**src/rtl/op_sequencer.sv**
```systemverilog
// Command front-end for the 8x8 matrix controller: buffers op words in a FIFO, issues them
// one at a time, streams page data in/out, and inserts a one-cycle gap between operations.
module op_sequencer #(
  parameter int DEPTH      = 8,
  parameter int MM_CYCLES  = 96,
  parameter int XFER_WORDS = 64
) (
  input  logic        clk,
  input  logic        reset,
  input  logic        cmd_valid,
  input  logic [31:0] cmd_data,
  output logic        cmd_ready,
  input  logic        wr_valid,
  input  logic [31:0] wr_data,
  output logic        wr_ready,
  output logic        rd_valid,
  output logic [31:0] rd_data,
  input  logic        rd_ready,
  input  logic [31:0] ctl_out_data,
  output logic [31:0] operation,
  output logic [31:0] in_data,
  output logic        ctl_enable,
  output logic        busy,
  output logic        done,
  output logic        err
);
  localparam int AW   = $clog2(DEPTH);
  localparam int MAXC = (MM_CYCLES > XFER_WORDS) ? MM_CYCLES : XFER_WORDS;
  localparam int CW   = $clog2(MAXC) + 1;
  localparam logic [CW-1:0] MM_LAST = CW'(MM_CYCLES - 1);
  localparam logic [CW-1:0] XF_LAST = CW'(XFER_WORDS - 1);

  typedef enum logic [2:0] {S_IDLE, S_MM, S_WR, S_RD, S_GAP} state_t;

  state_t         state_q, state_d;
  logic [31:0]    mem_q [DEPTH];
  logic [AW:0]    wptr_q, rptr_q;
  logic [31:0]    op_q, op_d;
  logic [CW-1:0]  cnt_q, cnt_d;
  logic           err_q, err_d;
  logic           empty, full, push, pop, en;
  logic [31:0]    head;

  assign empty     = (wptr_q == rptr_q);
  assign full      = (wptr_q[AW] != rptr_q[AW]) && (wptr_q[AW-1:0] == rptr_q[AW-1:0]);
  assign cmd_ready = !full;
  assign push      = cmd_valid && !full;
  assign head      = mem_q[rptr_q[AW-1:0]];

  always_ff @(posedge clk) begin
    if (push) mem_q[wptr_q[AW-1:0]] <= cmd_data;
  end

  always_ff @(posedge clk) begin
    if (reset) begin
      wptr_q  <= '0;
      rptr_q  <= '0;
      state_q <= S_IDLE;
      op_q    <= '0;
      cnt_q   <= '0;
      err_q   <= 1'b0;
    end else begin
      if (push) wptr_q <= wptr_q + 1'b1;
      if (pop)  rptr_q <= rptr_q + 1'b1;
      state_q <= state_d;
      op_q    <= op_d;
      cnt_q   <= cnt_d;
      err_q   <= err_d;
    end
  end

  always_comb begin
    state_d  = state_q;
    op_d     = op_q;
    cnt_d    = cnt_q;
    err_d    = err_q;
    pop      = 1'b0;
    en       = 1'b0;
    wr_ready = 1'b0;
    rd_valid = 1'b0;
    done     = 1'b0;
    unique case (state_q)
      S_IDLE: begin
        en = 1'b1;
        if (!empty) begin
          pop   = 1'b1;
          op_d  = head;
          cnt_d = '0;
          case (head[3:0])
            4'd0:    state_d = S_GAP;
            4'd1:    state_d = S_MM;
            4'd2:    state_d = S_WR;
            4'd3:    state_d = S_RD;
            default: err_d   = 1'b1;  // illegal word is dropped, never reaches the controller
          endcase
        end
      end
      S_MM: begin
        en = 1'b1;
        if (cnt_q == MM_LAST) state_d = S_GAP;
        else                  cnt_d   = cnt_q + CW'(1);
      end
      S_WR: begin
        wr_ready = 1'b1;
        en       = wr_valid;
        if (wr_valid) begin
          if (cnt_q == XF_LAST) state_d = S_GAP;
          else                  cnt_d   = cnt_q + CW'(1);
        end
      end
      S_RD: begin
        rd_valid = 1'b1;
        en       = rd_ready;
        if (rd_ready) begin
          if (cnt_q == XF_LAST) state_d = S_GAP;
          else                  cnt_d   = cnt_q + CW'(1);
        end
      end
      S_GAP: begin
        // operation drops to 0 here so the controller re-arms its opcode edge detector
        en      = 1'b1;
        done    = 1'b1;
        state_d = S_IDLE;
      end
      default: state_d = S_IDLE;
    endcase
  end

  assign operation  = (state_q == S_MM || state_q == S_WR || state_q == S_RD) ? op_q : '0;
  assign in_data    = (state_q == S_WR) ? wr_data : '0;
  assign rd_data    = (state_q == S_RD) ? ctl_out_data : '0;
  assign ctl_enable = en && !reset;
  assign busy       = (state_q != S_IDLE) || !empty;
  assign err        = err_q;
endmodule
```
**config.mk**
```make
export PLATFORM = sky130hd
export DESIGN_NAME = op_sequencer
export DESIGN_NICKNAME = d
export VERILOG_FILES = /design/src/rtl/op_sequencer.sv
export SDC_FILE = /design/constraint.sdc
export NUM_CORES = 1
export LEC_CHECK = 0
export CAP_MARGIN = 15
export CORE_UTILIZATION = 40
export CTS_BUF_LIST = sky130_fd_sc_hd__clkbuf_4
export CTS_CLUSTER_SIZE = 14
export DETAILED_ROUTE_END_ITERATION = 10
export GPL_TIMING_DRIVEN = 0
export PLACE_DENSITY = 0.63
export SLEW_MARGIN = 20
export SYNTH_ARGS = -nofsm -noshare
export SYNTH_HDL_FRONTEND = slang
export SYNTH_SLANG_ARGS = --single-unit
```
**constraint.sdc**
```tcl
create_clock -name clk -period 3.6 [get_ports clk]
set_input_delay 0.36 -clock clk [delete_from_list [all_inputs] [get_ports clk]]
set_output_delay 0.36 -clock clk [all_outputs]
set_load 0.02 [all_outputs]
```
-- After elaboration in Yosys (flattened, before gate mapping)
Memories as Yosys holds them, arrays and structs flattened. A register that Yosys moved wholly into a read port is not among the register bits.
Cells that the tools add are included.
- add/subtract/negate cells: 3
- multiplexer cells: 26
- bitwise logic cells: 2
- reductions and logical operators: 19
- equal/unequal tests: 18
- operator list (cell ; number):
    2-to-1 mux 32 bit ; 3
    2-to-1 mux 8 bit ; 5
    one-hot mux 8 bit (4 select lines) ; 1
    one-hot mux 3 bit (4 select lines) ; 2
    2-to-1 mux 3 bit ; 7
    != test 2 bit (second input constant) ; 5
    AND reduction 5 bit ; 2
    adder 4 x 1 -> 4 bit (second input constant) ; 2
    adder 8 x 1 -> 8 bit (second input constant) ; 1
    equality test 4 x 2 -> 1 bit (second input constant) ; 2
    equality test 8 x 6 -> 1 bit (second input constant) ; 1
    equality test 8 x 7 -> 1 bit (second input constant) ; 1
    2-to-1 mux 1 bit ; 7
    equality test 3 x 2 -> 1 bit (second input constant) ; 2
    != test 5 x 1 -> 1 bit (second input constant) ; 1
    equality test 4 x 1 -> 1 bit (second input constant) ; 1
    equality test 4 bit ; 1
    logical NOT 4 bit ; 1
    nonzero test 4 bit ; 1
    OR reduction 4 bit ; 1
    equality test 3 x 1 -> 1 bit (second input constant) ; 1
    equality test 3 bit ; 1
    equality test 3 bit (second input constant) ; 1
    logical AND 1 bit ; 3
    other kinds (10) ; 15
- bits of input ports: 101
- bits in writable memories: 256
- bits in registers: 52
- word-level logic and storage cells: 75
- output and inout port bits: 103
- memories kept: 1
- memories (name ; words ; bits a word ; rd ports ; clocked after memory_dff ; wr ports ; RTL line ; RTL):
    mem_q ; 8 ; 32 ; 1 ; 1 ; 1 ; 36 ; logic [31:0] mem_q [DEPTH];

-- Longest topological paths before layout
Gate-level depths: netlist of run 1.
- depth after elaboration: 6
- gate-level depth with buffers: 7

-- Worst setup path before layout of run 1
OpenSTA, ideal clock, no wires.
- path type: register to register
- start point: register wptr_q[2]
- end point: memory mem_q[0][0] (enable)
- library setup time: 0.461 ns
- arrival time: 3.300 ns
- slack: -0.162 ns
- path buffers: 1
- cell stages (with the launch flop): 6
- cell sequence: dfxtp_1 > buf_2 > xnor2_1 > nand4_1 > nand3_1 > nor3_1
- cells in the longest elaborated chain, start to end: 6
- RTL lines (item ; RTL line ; RTL):
    from (decl) ; 37 ; logic [AW:0] wptr_q, rptr_q;
    from (signal assigned) ; 63 ; if (push) wptr_q <= wptr_q + 1'b1;
    equality test 3 bit ; 45 ; assign full = (wptr_q[AW] != rptr_q[AW]) && (wptr_q[AW-1:0] == rptr_q[AW-1:0]);
    logical AND 1 bit ; 45 ;
    logical NOT 1 bit ; -- ;
    via cmd_ready ; 12 ; output logic cmd_ready,
    logical AND 1 bit ; 47 ; assign push = cmd_valid && !full;
    2-to-1 mux 1 bit ; 51 ; if (push) mem_q[wptr_q[AW-1:0]] <= cmd_data;
    2-to-1 mux 1 bit (not written as such) ; 51 ;
    to (decl) ; 36 ;
The timed path passes the listed nets, and every way through them passes these cells.

-- Final worst setup path of run 1
- start point: register state_q[1]
- end point: output port operation[3]
- cells in the longest elaborated chain, start to end: 4
- elaborated cells on any way between the ends: 6
- those cells by class: eq/ne: 3; mux: 1; reduce/logical: 2
- RTL lines (item ; RTL line ; RTL):
    from (decl) ; 35 ; state_t state_q, state_d;
    from (signal assigned) ; 65 ; state_q <= state_d;
    equality test 3 x 1 -> 1 bit or equality test 3 x 2 -> 1 bit (tied branches) ; 129 ; assign operation = (state_q == S_MM || state_q == S_WR || state_q == S_RD) ? op_q : '0;
    logical OR 1 bit ; 129 ;
    logical OR 1 bit * ; 129 ;
    2-to-1 mux 32 bit * ; 129 ;
    to (decl) ; 20 ; output logic [31:0] operation,
Mark *: on every way between the ends. The rest lies on a longest branch, timed or not.

==> key figures, run 1 <==
Worst setup path
  • Critical Path Fanout Max: 10
  • Critical Path Sink Type: primary output
  • R2r setup slk: 1.00 ns
  • Crit path to: operation[3]
  • R2R cell count: 6
  • RR Endpoint: mem_q[6][22]
  • Critical Path RT: 3.24 ns
  • Crit path from: state_q[1]
  • Critical path launch point type: flip-flop
  • R2R Path Start: wptr_q[1]
  • WP data arrival: 3.00 ns
  • Setup CP Type: reg2out

Place
  • IO Port Bufs: 203
  • DP HPWL: 21.7 mm
  • RD Place Congestion: 0.838
  • Area post-placement: 0.0153 mm²
  • Placed cells: 1340

Yosys
  • Gate count after technology mapping: 726
  • Seq/Total Area, Yosys: 0.708
  • Synth cell types: 38
  • Ys async rst share: 0
  • Ys Warns: 0
  • Avg Inst Size Synth: 17.1 µm²
  • Synth Register Bits: 311
  • Area fraction in compound gates after synthesis: 0.0347
  • Synthesized Nets: 830
  • Netlist Area Pre-Place: 0.0124 mm²
  • Post-synthesis mux area share: 0.144
  • Synth Area in XOR/XNOR: 0.00777
  • Synth Area in Adders: 0.00303
  • Number of flops mapped to enable cells by yosys: 256
  • Ys flop type: edfxtp_1
  • Fraction of the mapped netlist area in simple logic gates: 0.0844
  • Largest family of logic cells by synthesized area: multiplexers

Pwr
  • Worst VDD drop: 0.000283 V
  • Pleak: 5.44 nW
  • Pwr/cell area: 627 mW/mm²

Finish
  • # nets final: 1129
  • Most common cell after layout, fill and taps aside: edfxtp_1
  • FF/Latch Area: 0.00879 mm²
  • Multi-input gate area: 0.00348 mm²
  • Finished Cell Area: 0.0164 mm²
  • Fillers: 2539
  • Leading cell types in the layout, fill and taps excluded: 256 x edfxtp_1, 203 x clkdlybuf4s50_1, 129 x clkbuf_4
  • Share of cells above drive strength 1: 0.222
  • Area grow syn2layout: 32.0%
  • Layout Cells excl Fill: 1487

Global routing
  • Overall routing resource usage: 0.204
  • Global route overflow: 0
  • Largest net degree at the start of global routing: 21
  • Antenna violations before repair: 3
  • Number of global-route vias before repair: 7717
  • First-pass GRT wire length: 46.3 mm

Die
  • Core area: 0.0306 mm²
  • Initial Utilization: 0.406
  • Chip Width: 178 µm
  • Number of core rows: 64
  • Die height: 178 µm
  • Die ar.: 0.0317 mm²
  • I/O Pins: 204

Route
  • Routed wire per std cell: 21.2 µm
  • Pre-antenna DRT Iters: 4
  • Via count: 7504
  • Routed wire length: 31.6 mm
  • DRC Markers: 0
  • Antenna-violating nets left: 0
  • DR vias/cell: 5.05
  • Initial DRC Count: 416

Clocking
  • Sink Count: 311
  • Skew-Pair Late Insertion Delay: 0.68 ns
  • CTS Hold Bufs: 0
  • H-tree levels: 3
  • Clock-pin slew on the worst setup and hold paths: 0.07 ns
  • Clk root buf: clkbuf_4
  • Clock tree buffer depth: 3
  • CTS tree: done
  • Post_cts resized: 1
  • Setup bufs post-CTS: 0
  • Total CTS buffers: 79

STA
  • Slew Limit Headroom: 0.370
  • Min Hold Slack: 0.426 ns
  • Final setup viols: 0
  • Final hold vios: 0
  • Worst-Margin Slew: 0.946 ns
  • Layout Skew: 0.0393 ns
  • Tcrit/Tclk final: 0.933
  • Maximum clock rate: 298 MHz
  • Min cycle time layout: 3.36 ns
  • RSZ-0062 raised after global routing: false
  • Slew Viols, Final: 0

Job
  • Total of max-cap violations: 0

Hold path
  • Hold Path Class: in2reg

Outcome
  • Status: finished, final reports clean
==> routing by layer <==
metal,global-route usage,vias up,wire length [µm]
met4,0.120,0,1500
met3,0.0492,45,2080
li1,-,3479,-
met2,0.349,286,15700
met1,0.231,3694,12300
met5,0,-,0
==> registers in the layout (all words and copies together), names as in the netlist, named ones only <==
| register | cells |
|---|---|
| mem_q | 256 |
| op_q | 32 |
| cnt_q | 8 |
| rptr_q | 4 |
| wptr_q | 4 |
| state_q | 3 |
| err | 1 |
==> synthesized netlist by cell type (2+ instances only) <==
cell type | instances | share of area
a211oi_1 | 32 | 0.019
a21oi_1 | 12 | 0.0048
a41oi_1 | 2 | 0.0014
and2_1 | 96 | 0.048
and3_1 | 3 | 0.0015
buf_1 | 3 | 0.00091
buf_2 | 14 | 0.0056
clkbuf_1 | 24 | 0.0073
dfxtp_1 | 55 | 0.089
edfxtp_1 | 256 | 0.62
ha_1 | 3 | 0.0030
inv_1 | 9 | 0.0027
mux2i_1 | 35 | 0.028
mux4_2 | 64 | 0.12
nand2_1 | 9 | 0.0027
nand2b_1 | 4 | 0.0020
nand3_1 | 8 | 0.0032
nand4_1 | 4 | 0.0020
nor2_1 | 51 | 0.015
nor3_1 | 3 | 0.0012
o2111ai_1 | 2 | 0.0014
o21ai_0 | 3 | 0.0012
o31ai_1 | 4 | 0.0024
or3_1 | 2 | 0.0010
or4_1 | 6 | 0.0036
xnor2_1 | 7 | 0.0049
xor2_1 | 4 | 0.0028
==> metrics by stage <==
step           utilization  power, W  setup WS [ns]  TNS, ns
2_1_floorplan            -   0.00617          0.680        0
3_3_place_gp         0.489   0.00721         -0.983  -206.20
3_5_place_dp         0.499   0.00726          0.582        0
4_1_cts              0.535    0.0104         0.0717        0
5_1_grt              0.535    0.0108         0.0311        0
6_report             0.535    0.0103          0.239        0
==> layout make-up <==
cell class                      count  share of cell area
Clock buffer                      129              0.0591
Buffer                             42              0.0111
Multi-Input combinational cell    364               0.212
Timing Repair Buffer              218               0.141
Tap cell                          396              0.0303
Clock inverter                     15             0.00718
Inverter                            9             0.00206
Sequential cell                   311               0.537
Antenna cell                        3            0.000458
==> critical path: stages, from the launching register on <==
cell and delay (ns):
dfxtp_1 0.32, clkbuf_1 0.30, nor2_1 0.13, nor2_2 0.40, clkbuf_1 0.39, and2_1 0.21
clkdlybuf4s50_1 0.61
==> worst min-delay path by stage <==
stage               depth (start not counted)      endpoint         start
floorplan                                   2      cnt_q[1]      cnt_q[1]
CTS                                         1  mem_q[4][14]  cmd_data[14]
detailed placement                          2           err           err
global route                                3     wptr_q[1]     cmd_valid
finish                                      1  mem_q[1][24]  cmd_data[24]
global placement                            2           err           err
==> cell families after synthesis <==
kind of cell,count (synthesis)
flops,311
simple gates,191
mux,99
compound gates,60
buf+inv,51
xor+xnor,11
fa+ha+maj,3
==> report_power, final <==
group | internal, W | switching, W
clock network | 0.00176 | 0.00136
logic | 0.00125 | 0.00166
registers | 0.00414 | 0.000112
Note: power is estimated with default switching activity, not from simulation.
==> inputs of run 2 (changes only) <==
CAP_MARGIN = 20   (was 15)
PLACE_DENSITY = 0.68   (was 0.63)
==> run 2 against run 1 <==
Compared with the run above: fmax increased by 2.5%; routed wire length is 7.9% lower; clock power is essentially flat; global-route usage down 1.8 points; highest routed layer unchanged; count of clock-buffer cells in the layout is 2 higher; final cell count down 0.27%; flip-flop and latch count stayed put.
==> key figures, run 2 (same netlist as run 1, synthesis figures left out) <==
Clocking
  • Sink Count: 311
  • CTS Hold Bufs: 0
  • Clock tree buffer depth: 3
  • Clk root buf: clkbuf_4
  • Skew-Pair Late Insertion Delay: 0.67 ns
  • Total CTS buffers: 81
  • Setup bufs post-CTS: 0
  • H-tree levels: 3
  • CTS tree: done
  • Clock-pin slew on the worst setup and hold paths: 0.06 ns

Global routing
  • Global route overflow: 0
  • Antenna violations before repair: 3
  • Overall routing resource usage: 0.186
  • Number of global-route vias before repair: 7621
  • First-pass GRT wire length: 42.9 mm
  • Largest net degree at the start of global routing: 19

Die
  • Die height: 178 µm
  • Chip Width: 178 µm
  • Die ar.: 0.0317 mm²
  • Initial Utilization: 0.406
  • I/O Pins: 204
  • Number of core rows: 64
  • Core area: 0.0306 mm²

Place
  • Area post-placement: 0.0153 mm²
  • RD Place Congestion: 0.766
  • Dpl ws: 0.536 ns
  • DP HPWL: 19.7 mm
  • Placed cells: 1339
  • IO Port Bufs: 203

Finish
  • Most common cell after layout, fill and taps aside: edfxtp_1
  • Area grow syn2layout: 32.1%
  • Leading cell types in the layout, fill and taps excluded: 256 x edfxtp_1, 203 x clkdlybuf4s50_1, 131 x clkbuf_4
  • Max reg flops: 256
  • Finished Cell Area: 0.0164 mm²
  • Fillers: 2510
  • Layout Cells excl Fill: 1483
  • # nets final: 1130
  • Share of cells above drive strength 1: 0.225
  • Final Core Density: 0.536

Worst setup path
  • Critical Path RT: 3.24 ns
  • WP data arrival: 2.92 ns
  • Critical Path Sink Type: primary output
  • Setup CP Type: reg2out
  • R2r setup slk: 0.87 ns
  • Critical path launch point type: flip-flop
  • R2R Path Start: wptr_q[1]
  • Crit path from: state_q[1]
  • Critical Path Fanout Max: 10

Route
  • DR vias/cell: 5.08
  • Antenna-violating nets left: 0
  • Pre-antenna DRT Iters: 4
  • Via count: 7537
  • Routed wire length: 29.1 mm
  • DRC Markers: 0
  • Initial DRC Count: 382
  • Routed wire per std cell: 19.6 µm

STA
  • Tcrit/Tclk final: 0.911
  • Worst-Margin Slew: 0.941 ns
  • Setup slack after layout: 0.320 ns
  • Final setup viols: 0
  • Setup_tns: 0 ns
  • Slew Limit Headroom: 0.372
  • RSZ-0062 raised after global routing: false
  • Min cycle time layout: 3.28 ns
  • Slew Viols, Final: 0
  • Maximum clock rate: 305 MHz
  • Final hold vios: 0
  • Layout Skew: 0.0291 ns

Pwr
  • Pleak: 5.45 nW
  • Worst VDD drop: 0.000263 V
  • Pwr/cell area: 627 mW/mm²

Hold path
  • Hold Path Class: in2reg
  • Worst Hold Launch: cmd_data[21]

Job
  • Total of max-cap violations: 0

Outcome
  • Status: finished, final reports clean
==> run 2: changes by cell type in the layout (fill, tap and decap cells not counted), sizes merged <==
cell	change
inv	+1
clkbuf	+2
clkinvlp	-1
clkinv	-4
diode	-1
buf	-1
==> run 2: timing repair <==
action	in CTS	in global routing
resized for setup	1	5
cloned	0	0
endpoints found under the setup margin	30	24
==> run 2: worst paths after layout <==
path / to / cells past startpoint
setup / recovery: operation[22] / 6
hold / removal: mem_q[4][21] / 1
setup reg to reg: mem_q[6][30] / 5
hold reg to reg: op_q[1] / 2
==> run 2: final cells by class <==
type | instances | area (µm²) | area share
plain buffers | 42 | 181 | 0.0111
inverters | 9 | 33.8 | 0.00206
clock buffers | 131 | 983 | 0.0600
repair buffers | 217 | 2310 | 0.141
well taps | 396 | 495 | 0.0302
flip-flops and latches | 311 | 8790 | 0.536
multi-input cells | 364 | 3480 | 0.213
diodes | 2 | 5.00 | 0.000305
clock inverters | 11 | 108 | 0.00657
==> run 2: critical path, stage by stage (launching register included) <==
cell and delay (ns):
dfxtp_1 0.32, clkbuf_1 0.29, nor2_1 0.16, nor2_4 0.28, clkbuf_1 0.34, and2_1 0.24
clkdlybuf4s50_1 0.62
==> run 2: stage by stage <==
step | hold WS [ns] | total power (W)
floorplan | 0.458 | 0.00617
global placement | 0.475 | 0.00720
detailed placement | 0.488 | 0.00726
CTS | 0.369 | 0.0104
global route | 0.403 | 0.0108
finish | 0.416 | 0.0103
==> run 2: routing by layer <==
metal	GRT usage	vias up	wire length [µm]
met4	0.0634	0	510
met3	0.0413	40	2120
met2	0.327	309	14900
met5	0	-	0
met1	0.224	3714	11600
li1	-	3474	-
==> run 2: power breakdown <==
group          switching [W]  total [W]  leakage, nW  internal, W
Clock                0.00134    0.00312        0.654      0.00178
Combinational        0.00165    0.00290         2.02      0.00125
Sequential          0.000116    0.00426         2.78      0.00414
Total                0.00310     0.0103         5.45      0.00717
==> inputs of run 3 (changes only) <==
ABC_AREA = 0   (was unset)
CORE_ASPECT_RATIO = 0.5   (was unset)
HOLD_SLACK_MARGIN = 0.05   (was unset)
==> run 3 against run 2 <==
Compared with the run above: final cell count is the same; combinational power is essentially flat; first-iteration DRC count grew 46%; sequential power is essentially flat; flip-flop and latch count is the same; clock power shrank 4%; register-to-register slack gained 0.08 ns; utilization grew 0.22 points; routed wire length is essentially flat; total power shrank 1.3%; critical path type unchanged.
==> key figures, run 3 (same netlist as run 1, synthesis figures left out) <==
Clocking
  • Clock-pin slew on the worst setup and hold paths: 0.07 ns
  • Total CTS buffers: 75
  • H-tree levels: 3
  • Sink Count: 311
  • Clk root buf: clkbuf_4
  • Skew-Pair Late Insertion Delay: 0.70 ns
  • CTS tree: done
  • Setup bufs post-CTS: 0
  • Clock tree buffer depth: 3

Worst setup path
  • Worst path max stage delay: 0.62 ns
  • Crit-path leading delay family: buffers and inverters
  • Crit path to: operation[17]
  • Critical Path RT: 3.24 ns
  • Crit-path slowest cell: clkdlybuf4s50_1
  • R2R cell count: 6
  • R2R Path Start: wptr_q[1]
  • WP data arrival: 2.87 ns
  • R2r setup slk: 0.95 ns
  • Critical path launch point type: flip-flop
  • Critical Path Fanout Max: 10
  • RR Endpoint: mem_q[4][15]
  • Critical Path Sink Type: primary output
  • Critical-path cell list: clkbuf_1 -> nor2_1 -> nor2_4 -> clkbuf_2 -> and2_1 -> clkdlybuf4s50_1
  • Setup CP Type: reg2out
  • WP depth: 6
  • Crit path from: state_q[1]
  • Worst path bufs/invs: 3

Finish
  • Leading cell types in the layout, fill and taps excluded: 256 x edfxtp_1, 203 x clkdlybuf4s50_1, 122 x clkbuf_4
  • Share of cells above drive strength 1: 0.219
  • # nets final: 1126
  • Most common cell after layout, fill and taps aside: edfxtp_1
  • Area grow syn2layout: 31.8%
  • Max reg flops: 256

Job
  • Total of max-cap violations: 0

Route
  • Antenna-violating nets left: 0
  • Initial DRC Count: 556
  • DRC Markers: 0
  • Routed wire per std cell: 19.6 µm
  • Pre-antenna DRT Iters: 5
  • Routed wire length: 29.0 mm
  • Via count: 7663
  • DR vias/cell: 5.17

Pwr
  • Sw frac: 0.309
  • Worst VDD drop: 0.000275 V
  • Gate power share: 0.283
  • Pwr/cell area: 620 mW/mm²
  • Clock network fraction of total power: 0.297
  • P_int: 0.00700 W
  • Pleak: 5.42 nW
  • P_sw: 0.00314 W
  • Reg power frac: 0.420

Die
  • Chip Width: 251 µm
  • Die ar.: 0.0318 mm²
  • Die height: 127 µm
  • Initial Utilization: 0.408
  • I/O Pins: 204
  • Number of core rows: 45
  • Core area: 0.0304 mm²

STA
  • RSZ-0062 raised after global routing: false
  • Setup_tns: 0 ns
  • Maximum clock rate: 310 MHz
  • Tcrit/Tclk final: 0.896
  • Min Hold Slack: 0.394 ns
  • Worst-Margin Slew: 0.938 ns
  • Final hold vios: 0
  • Slew Limit Headroom: 0.375
  • Min cycle time layout: 3.23 ns
  • Final setup viols: 0
  • Layout Skew: 0.0502 ns
  • Slew Viols, Final: 0

Global routing
  • First-pass GRT wire length: 44.3 mm
  • Largest net degree at the start of global routing: 22
  • Number of global-route vias before repair: 7834
  • Antenna violations before repair: 1
  • Global route overflow: 0
  • Overall routing resource usage: 0.186

Place
  • IO Port Bufs: 203
  • RD Place Congestion: 0.778
  • DP HPWL: 19.5 mm

Hold path
  • Hold Path Class: in2reg

Outcome
  • Status: finished, final reports clean
run 3: area by class of cell:
| class | count | area [µm²] |
|---|---|---|
| Antenna cell | 1 | 2.50 |
| Buffer | 42 | 181 |
| Clock buffer | 122 | 916 |
| Clock inverter | 16 | 110 |
| Fill cell | 2423 | 14100 |
| Inverter | 9 | 33.8 |
| Multi-Input combinational cell | 364 | 3480 |
| Sequential cell | 311 | 8790 |
| Tap cell | 399 | 499 |
| Timing Repair Buffer | 219 | 2340 |
run 3: per-layer routing:
metal,part of all wire,GRT usage,up-vias
li1,-,-,3466
met1,0.40,0.222,3863
met2,0.52,0.335,285
met3,0.057,0.0373,49
met4,0.022,0.0660,0
met5,0,0,-
run 3: worst min path at each step:
stage,slack [ns],end,from,depth (start not counted)
6_report,0.39,mem_q[6][28],cmd_data[28],1
5_1_grt,0.37,mem_q[3][26],cmd_data[26],1
4_1_cts,0.34,mem_q[7][26],cmd_data[26],1
3_5_place_dp,0.46,err,err,2
3_3_place_gp,0.46,err,err,2
2_1_floorplan,0.46,cnt_q[1],cnt_q[1],2
run 3: power groups by stage:
stage	clock [W]	combinational, W	sequential (W)
global placement	0	0.00280	0.00433
CTS	0.00306	0.00290	0.00426
detailed placement	0	0.00289	0.00434
finish	0.00301	0.00287	0.00426
global route	0.00324	0.00314	0.00428
floorplan	0	0.00188	0.00430
run 3: timing repair:
item | in CTS | in global routing
gates resized for setup | 1 | 5
hold buffers | 0 | 0
gates cloned | 0 | 0
setup endpoints to repair | 20 | 20
run 3: per-stage QoR:
stage / power [W] / instance area (µm²) / util / setup slack, ns / cells
floorplan: 0.00617 / 12400 / - / 0.680 / 726
global placement: 0.00714 / 15000 / 0.492 / -0.926 / 1328
detailed placement: 0.00723 / 15300 / 0.504 / 0.538 / 1344
CTS: 0.0102 / 16300 / 0.537 / 0.00815 / 1482
global route: 0.0107 / 16400 / 0.538 / 0.120 / 1483
finish: 0.0101 / 16400 / 0.538 / 0.373 / 1483
